<file path="src/rtl/bf_pkg.sv">
// Shared definitions for the bellmanford output-memory side: word and
// address geometry, the infinity encoding and the drain state encoding.
package bf_pkg;

    localparam int BF_ADDR_W = 13;
    localparam int BF_DATA_W = 16;
    localparam int BF_DEPTH  = 8192;

    localparam logic [BF_DATA_W-1:0] BF_INF_VAL = 16'hFFFF;

    // Drain controller states; the bellmanford controller shares this encoding.
    typedef enum logic [2:0] {
        ST_IDLE   = 3'd0,
        ST_PRIME  = 3'd1,
        ST_STREAM = 3'd2,
        ST_DONE   = 3'd3,
        ST_NEG    = 3'd4
    } bf_state_t;

endpackage : bf_pkg

</file>
<file path="src/rtl/om_drain_if.sv">
// Valid/ready stream carrying one distance word per beat, tagged with its
// vertex index, an infinity flag and an end-of-sweep marker.
interface om_drain_if
    import bf_pkg::*;
#(
    parameter int ADDR_W = BF_ADDR_W,
    parameter int DATA_W = BF_DATA_W
);

    logic              out_valid;
    logic              out_ready;
    logic [DATA_W-1:0] out_data;
    logic              out_inf;
    logic [ADDR_W-1:0] out_index;
    logic              out_last;

    modport master (
        output out_valid,
        output out_data,
        output out_inf,
        output out_index,
        output out_last,
        input  out_ready
    );

    modport slave (
        input  out_valid,
        input  out_data,
        input  out_inf,
        input  out_index,
        input  out_last,
        output out_ready
    );

endinterface : om_drain_if

</file>
<file path="src/rtl/om_drain.sv">
// Output-memory drain for bellmanford. After Finish it sweeps the memory
// read port from address 0 to DEPTH-1 and streams each distance word,
// flagging and counting unreachable (infinity) entries. After NegCycle it
// streams nothing and raises neg_flag instead.
//
// The read port is combinational, so OMAR runs one word ahead of the word
// on the stream (OMAR == out_index+1, saturated at DEPTH-1). On a handshake
// the prefetched OMDR is loaded straight into the output register, which
// keeps the stream at one word per cycle with no skid buffer.
module om_drain
    import bf_pkg::*;
#(
    parameter int                ADDR_W  = BF_ADDR_W,
    parameter int                DATA_W  = BF_DATA_W,
    parameter int                DEPTH   = BF_DEPTH,
    parameter logic [DATA_W-1:0] INF_VAL = DATA_W'(BF_INF_VAL)
) (
    input  logic              clock,
    input  logic              reset,
    input  logic              Finish,
    input  logic              NegCycle,
    output logic [ADDR_W-1:0] OMAR,
    input  logic [DATA_W-1:0] OMDR,
    om_drain_if.master        os,
    output logic              busy,
    output logic              done,
    output logic              neg_flag,
    output logic [ADDR_W:0]   inf_count
);

    localparam logic [ADDR_W-1:0] LAST_IDX = ADDR_W'(DEPTH - 1);

    // Next read address, held at the final word so the sweep never wraps.
    function automatic logic [ADDR_W-1:0] next_addr(input logic [ADDR_W-1:0] a);
        return (a >= LAST_IDX) ? LAST_IDX : a + 1'b1;
    endfunction

    bf_state_t         state_q, state_d;
    logic [ADDR_W-1:0] omar_q, omar_d;
    logic              valid_q, valid_d;
    logic [DATA_W-1:0] data_q, data_d;
    logic              inf_q, inf_d;
    logic [ADDR_W-1:0] index_q, index_d;
    logic              last_q, last_d;
    logic              busy_q, busy_d;
    logic              done_q, done_d;
    logic              neg_q, neg_d;
    logic [ADDR_W:0]   inf_count_q, inf_count_d;

    logic [ADDR_W-1:0] index_inc;
    logic              beat;

    assign index_inc = index_q + 1'b1;
    assign beat      = valid_q && os.out_ready;

    // Next-state and next-output computation for the drain controller.
    always_comb begin
        state_d     = state_q;
        omar_d      = omar_q;
        valid_d     = valid_q;
        data_d      = data_q;
        inf_d       = inf_q;
        index_d     = index_q;
        last_d      = last_q;
        busy_d      = busy_q;
        done_d      = done_q;
        neg_d       = neg_q;
        inf_count_d = inf_count_q;

        case (state_q)
            ST_IDLE: begin
                omar_d = '0;
                // A negative cycle makes every distance meaningless, so it
                // wins over a simultaneous Finish.
                if (NegCycle) begin
                    state_d = ST_NEG;
                    neg_d   = 1'b1;
                    done_d  = 1'b1;
                end else if (Finish) begin
                    state_d     = ST_PRIME;
                    busy_d      = 1'b1;
                    inf_count_d = '0;
                end
            end

            ST_PRIME: begin
                data_d  = OMDR;
                index_d = '0;
                inf_d   = (OMDR == INF_VAL);
                last_d  = (LAST_IDX == '0);
                valid_d = 1'b1;
                omar_d  = next_addr('0);
                state_d = ST_STREAM;
            end

            ST_STREAM: begin
                if (beat) begin
                    inf_count_d = inf_count_q + {{ADDR_W{1'b0}}, inf_q};
                    if (last_q) begin
                        valid_d = 1'b0;
                        busy_d  = 1'b0;
                        done_d  = 1'b1;
                        state_d = ST_DONE;
                    end else begin
                        data_d  = OMDR;
                        index_d = index_inc;
                        inf_d   = (OMDR == INF_VAL);
                        last_d  = (index_inc == LAST_IDX);
                        omar_d  = next_addr(omar_q);
                    end
                end
            end

            ST_DONE: begin
                // Finish is a level; wait for it to drop so one completion
                // never triggers a second sweep.
                if (!Finish) begin
                    done_d  = 1'b0;
                    omar_d  = '0;
                    state_d = ST_IDLE;
                end
            end

            ST_NEG: begin
                if (!NegCycle && !Finish) begin
                    neg_d   = 1'b0;
                    done_d  = 1'b0;
                    omar_d  = '0;
                    state_d = ST_IDLE;
                end
            end

            default: begin
                state_d = ST_IDLE;
                omar_d  = '0;
                valid_d = 1'b0;
                busy_d  = 1'b0;
                done_d  = 1'b0;
                neg_d   = 1'b0;
            end
        endcase
    end

    // State and registered outputs, cleared asynchronously by reset.
    always_ff @(posedge clock or negedge reset) begin
        if (!reset) begin
            state_q     <= ST_IDLE;
            omar_q      <= '0;
            valid_q     <= 1'b0;
            data_q      <= '0;
            inf_q       <= 1'b0;
            index_q     <= '0;
            last_q      <= 1'b0;
            busy_q      <= 1'b0;
            done_q      <= 1'b0;
            neg_q       <= 1'b0;
            inf_count_q <= '0;
        end else begin
            state_q     <= state_d;
            omar_q      <= omar_d;
            valid_q     <= valid_d;
            data_q      <= data_d;
            inf_q       <= inf_d;
            index_q     <= index_d;
            last_q      <= last_d;
            busy_q      <= busy_d;
            done_q      <= done_d;
            neg_q       <= neg_d;
            inf_count_q <= inf_count_d;
        end
    end

    assign OMAR         = omar_q;
    assign os.out_valid = valid_q;
    assign os.out_data  = data_q;
    assign os.out_inf   = inf_q;
    assign os.out_index = index_q;
    assign os.out_last  = last_q;
    assign busy         = busy_q;
    assign done         = done_q;
    assign neg_flag     = neg_q;
    assign inf_count    = inf_count_q;

endmodule : om_drain

</file>
<file path="src/flat_wrapper.sv">
// flat-port wrapper written by rule: the top's interface ports become plain ports
module om_drain_flat import bf_pkg::*;
#(
    parameter int                ADDR_W  = BF_ADDR_W,
    parameter int                DATA_W  = BF_DATA_W,
    parameter int                DEPTH   = BF_DEPTH,
    parameter logic [DATA_W-1:0] INF_VAL = DATA_W'(BF_INF_VAL)
)
  (clock, reset, Finish, NegCycle, OMAR, OMDR, busy, done, neg_flag, inf_count, os_out_valid, os_out_data, os_out_inf, os_out_index, os_out_last, os_out_ready);
  om_drain_if #(.ADDR_W(ADDR_W), .DATA_W(DATA_W)) os_i ();
  input  logic clock;
  input  logic reset;
  input  logic Finish;
  input  logic NegCycle;
  output logic [ADDR_W-1:0] OMAR;
  input  logic [DATA_W-1:0] OMDR;
  output logic busy;
  output logic done;
  output logic neg_flag;
  output logic [ADDR_W:0] inf_count;
  output wire logic [$bits(os_i.out_valid)-1:0] os_out_valid;
  output wire logic [$bits(os_i.out_data)-1:0] os_out_data;
  output wire logic [$bits(os_i.out_inf)-1:0] os_out_inf;
  output wire logic [$bits(os_i.out_index)-1:0] os_out_index;
  output wire logic [$bits(os_i.out_last)-1:0] os_out_last;
  input wire logic [$bits(os_i.out_ready)-1:0] os_out_ready;
  assign os_out_valid = os_i.out_valid;
  assign os_out_data = os_i.out_data;
  assign os_out_inf = os_i.out_inf;
  assign os_out_index = os_i.out_index;
  assign os_out_last = os_i.out_last;
  assign os_i.out_ready = os_out_ready;
  om_drain #(.ADDR_W(ADDR_W), .DATA_W(DATA_W), .DEPTH(DEPTH), .INF_VAL(INF_VAL)) u_core (.clock(clock), .reset(reset), .Finish(Finish), .NegCycle(NegCycle), .OMAR(OMAR), .OMDR(OMDR), .os(os_i), .busy(busy), .done(done), .neg_flag(neg_flag), .inf_count(inf_count));
endmodule
</file>
<file path="config.mk">
export PLATFORM = sky130hd
export DESIGN_NAME = om_drain_flat
export DESIGN_NICKNAME = d
export VERILOG_FILES = /design/src/rtl/bf_pkg.sv /design/src/rtl/om_drain_if.sv /design/src/rtl/om_drain.sv /design/src/flat_wrapper.sv
export SDC_FILE = /design/constraint.sdc
export NUM_CORES = 1
export LEC_CHECK = 0
export BUFFER_PORTS_ARGS = -buffer_cell sky130_fd_sc_hd__clkbuf_2
export CORE_MARGIN = 1.5
export CORE_UTILIZATION = 40
export CTS_BUF_LIST = sky130_fd_sc_hd__clkbuf_16
export CTS_CLUSTER_DIAMETER = 120
export DETAILED_ROUTE_END_ITERATION = 10
export GPL_ROUTABILITY_DRIVEN = 0
export SLEW_MARGIN = 25
export SYNTH_ARGS = -nofsm -noshare
export SYNTH_HDL_FRONTEND = slang
export SYNTH_SLANG_ARGS = --single-unit
</file>
<file path="constraint.sdc">
create_clock -name clock -period 1.95 [get_ports clock]
set_input_delay 0.195 -clock clock [delete_from_list [all_inputs] [get_ports clock]]
set_output_delay 0.195 -clock clock [all_outputs]
set_load 0.01 [all_outputs]
</file>
# After elaboration in Yosys (flattened, before gate mapping)
# Index checks and enable logic that the tools add are counted.
# word_totals
regBits	65
input_bits	21
# classes
n_addsub	3
order_cmp	1
n_eq_ne	15
n_mux	42
bitwise_logic	4
reduce_logical	19
# op_table
operator	count
13-bit two-way mux	7
13-bit case mux with 4 select lines	1
14-bit two-way mux	3
16-bit two-way mux	2
16-bit case mux with 2 select lines	1
14-bit case mux with 2 select lines	1
13-bit by 1-bit adder with 13-bit output, second input constant	2
13-bit case mux with 2 select lines	1
3-bit two-way mux	6
16-bit equality test, second input constant	1
3-bit case mux with 5 select lines	1
14-bit by 1-bit adder with 14-bit output	1
13-bit equality test, second input constant	1
13-bit >= comparator, second input constant	1
1-bit two-way mux	13
2-bit inequality test, second input constant	5
5-bit AND reduction	2
1-bit case mux with 3 select lines	3
3-bit AND reduction	3
3-bit OR reduction	3
4-bit AND reduction	2
3-bit by 2-bit equality test with 1-bit output, second input constant	2
2-bit by 1-bit inequality test with 1-bit output, second input constant	3
6-bit AND reduction	1
other kinds (11)	18

# Depth between registers and ports, before layout
# depth
depth_word	5
mapped_depth	8
ltp_nobuf	7

# Least setup slack after synthesis
# No wires, ideal clock.
# synth_path
path_kind	flip-flop to flip-flop
startpoint	register u_core.index_q[0], in the netlist u_core.os.out_index[0]
endpoint	register u_core.last_q, in the netlist u_core.os.out_last
arrival_time_ns	1.711
required_ns	1.847
path_slack_ns	0.135
stages_incl_launch_ff	6
synth_period_minus_slack_ns	1.815
path_cell_list	dfrtp_1 -> ha_1 -> clkbuf_8 -> xnor2_1 -> or4_4 -> o41ai_2
# synth_via
elab_chain_cells	5
# synth_lines
element	line_no	source
start: declaration	om_drain.sv:43	logic [ADDR_W-1:0] index_q, index_d;
start signal: assignment	om_drain.sv:164	index_q <= index_d;
13-bit by 1-bit adder with 13-bit output	om_drain.sv:53	assign index_inc = index_q + 1'b1;
13-bit equality test	om_drain.sv:108	last_d = (index_inc == LAST_IDX);
1-bit two-way mux	om_drain.sv:99	if (last_q) begin
1-bit two-way mux	om_drain.sv:97	if (beat) begin
1-bit case mux with 2 select lines	om_drain.sv:70	case (state_q)
end signal: assignment	om_drain.sv:165	last_q <= last_d;
end: declaration	om_drain.sv:44	logic last_q, last_d;
# No other way between the ends. The select of a mux whose other input is x is not followed.
# A chain may end at the register's enable or synchronous reset.

# Final worst setup path
# layout_path
startpoint	register u_core.state_q[0]
endpoint	register u_core.last_q, in the netlist u_core.os.out_last
# layout_via
elab_chain_cells	3
elab_cells_between_ends	6
# layout_lines
element	line_no	source
start: declaration	om_drain.sv:38	bf_state_t state_q, state_d;
start signal: assignment	om_drain.sv:159	state_q <= state_d;
3-bit by 2-bit equality test with 1-bit output or 3-bit by 1-bit equality test with 1-bit output (tied branches)	om_drain.sv:70	
2-bit by 1-bit inequality test with 1-bit output (no line) or 2-bit nonzero test (tied branches)	n/a	
2-bit AND reduction (no line)	n/a	
# Parallel ways exist; a longest one is shown, timed or not.

==> metrics <==
top cell type by total area after synthesis dfrtp_1; diode count 0; Residual DRC 0; post-DP HPWL 6370 µm; hold endpoint u_core.os.out_data[10]; syn avg cell area 8.52 µm²; setup bufs post-CTS 0; largest net degree at the start of global routing 46; top-area cell type share of the netlist area 45.5%; Setup Viol. Count Final 0; clock latency on the worst-skew pair 0.33 ns; Avg WL per Cell 14.5 µm; Util after Layout 52.0%; CTS tree done; crit-path cells buf_4, nor3b_4, nand3_2, or4_4, o41ai_2; FILL cells 831; Hold Crit Depth 3; Post-Syn Area 3580 µm²; initial core utilization 41.2%; CTS sink count 65; hold_sp OMDR[10]; grt ovf 0; # Max-Cap Violations 0; CTS clk-pin slew, worst paths 0.06 ns; Max Fclk 540 MHz; Seq/Total Area, Yosys 45.5%; Total Nets Final 546; Hold Violations, Final 0; routed via count 3412; Final Cycle Share 95.0%; area grow syn2layout 26.2%; VDD IR max 0.427 mV; initial DRC count 147; Bufs and invs on worst path 1; R2R depth 5; die width 97.6 µm; reg2reg setup slack 0.1 ns; initial antenna violation count 0; chip height 97.6 µm; max incr delay on CP 0.51 ns; count leader, synth nand2_1; status complete, no violations; CP required 2.18 ns; Total GRT Usage 19.4%; post-layout min period 1.85 ns; kind of cell adding the most delay to the critical path simple AND/OR/NAND/NOR gates; Slew @ Worst Pin 0.544 ns; number of global-route vias before repair 3177; # rows 34; Ports 83; crit-path max FO 9; cell count after synthesis 420; ANT nets after route 0; Routed WL 9150 µm; critical path capture point type flop; WP data arrival 2.08 ns; core box area 8680 µm²; Critical Path Source Type flop; YS warnings 0; Crit. Startpoint u_core.state_q[0]; asr flop ratio synth 100%; Root Buffer clkbuf_16; number of enable flip-flop cells after synthesis 0; Max Clock Skew 0.00597 ns; Final Slew Violations 0; Synth top cells by count 82 x nand2_1, 65 x dfrtp_1, 57 x o21ai_0; syn nets 446; die area 9520 µm²; TritonRoute pass-1 iters 5; pwr/cell area 918 nW/µm²; Leakage 2.21 nW; # port buffers 82; vias per cell 5.39; Max-slew headroom 63.8%; critical setup path kind reg2reg; TritonCTS Buffers 9; CTS H-tree lvls 3; R2R Path Start u_core.state_q[0]; Hold WC Path Type in2reg; layout cell share with drive strength beyond 1 27.2%; Synth area leaders dfrtp_1 45%, nand2_1 8.6%, o21ai_0 8.0%, nor2_1 3.8%, nand4_1 3.1%; Yosys reg bits 65; Crit-path slowest cell or4_4; Hold WS 0.0744 ns; first-pass GRT wire length 15200 µm; Top FF cell, synth dfrtp_1; CTS max path bufs 2; Cell variety after synth 58; reg2reg end u_core.os.out_last
==> timing repair <==
item | 4_1_cts | 5_1_grt
hold buffers | 1 | 0
gates resized for setup | 0 | 5
hold endpoints to repair | 20 | 0
endpoints found under the setup margin | 0 | 28
==> worst max-delay path by stage <==
stage	to	slack, ns	cells past startpoint
after global routing	u_core.os.out_last	-0.001	5
after global placement	u_core.state_q[0]	0.13	6
after detailed placement	u_core.os.out_data[10]	0.07	6
final	u_core.os.out_last	0.1	5
after floorplan	u_core.os.out_last	0.14	5
after CTS	u_core.state_q[0]	0.05	6
==> sequential cells by signal, summed over array words and instances, names as in the netlist <==
name	cells
u_core.os.out_valid	1
u_core.os.out_data	16
u_core.OMAR	13
u_core.inf_count	14
u_core.done	1
u_core.state_q	3
u_core.os.out_last	1
u_core.neg_flag	1
u_core.os.out_inf	1
u_core.busy	1
u_core.os.out_index	13
==> cells in the final DEF (no fill, tap or decap), types with 3 or more instances in the layout <==
cell and instances:
clkbuf_16 9, xnor2_1 7, nand2_1 82, a21oi_1 15
nor3_1 10, o31ai_1 4, nor2b_1 4, nand4_1 18
inv_1 16, clkinvlp_4 5, clkbuf_2 81, a32oi_1 3
nand3_1 11, nor2_1 35, buf_4 28, ha_1 5
o21ai_0 57, dfrtp_1 64, and3_1 9, a31oi_1 6
==> power by group <==
part	total, mW	switching, mW	internal [mW]
Combinational	0.953	0.544	0.409
Clock	1.47	0.620	0.854
Sequential	1.72	0.154	1.56
Total	4.14	1.32	2.83
==> metal layers <==
layer | share of wire (%) | track usage, %
met1 | 49 | 27.3
met2 | 45 | 29.9
met3 | 5.4 | 4.10
met4 | 0.95 | 6.48
met5 | 0 | 0
==> final cells by class <==
type / count / area (µm²) / share of cell area [%]
inverter: 16 / 60.1 / 1.33
sequential: 65 / 1630 / 36.0
tap: 108 / 135 / 2.99
clock buffer: 9 / 225 / 4.99
timing repair buffer: 113 / 671 / 14.8
clock inverter: 7 / 47.5 / 1.05
multi-input combinational: 315 / 1750 / 38.8
==> tightest hold or removal path, stage by stage <==
cell and delay [ns]:
clkbuf_2 0.09, nand2_1 0.04, nand2_1 0.05
==> cells by family (layout without fill, tap and decap cells) <==
kind of cell    Yosys count  after routing  share of synthesized area, %
simple gates            193            193                          26.0
compound gates          108            108                          18.2
flops                    65             65                          45.5
buf+inv                  40            145                          6.33
xor+xnor                  9              9                          2.20
fa+ha+maj                 5              5                          1.75
==> through the flow <==
stage          total power, mW  std cells  setup slack, ns  area, µm²  TNS (ns)
2_1_floorplan             2.24        420            0.135       3580         0
3_3_place_gp              2.68        616            0.131       4210         0
3_5_place_dp              2.69        616           0.0727       4210         0
4_1_cts                   4.18        633           0.0520       4490         0
5_1_grt                   4.37        633         -0.00105       4520  -0.00105
6_report                  4.14        633           0.0983       4520         0
No activity file was read; power rests on OpenSTA's default activity.
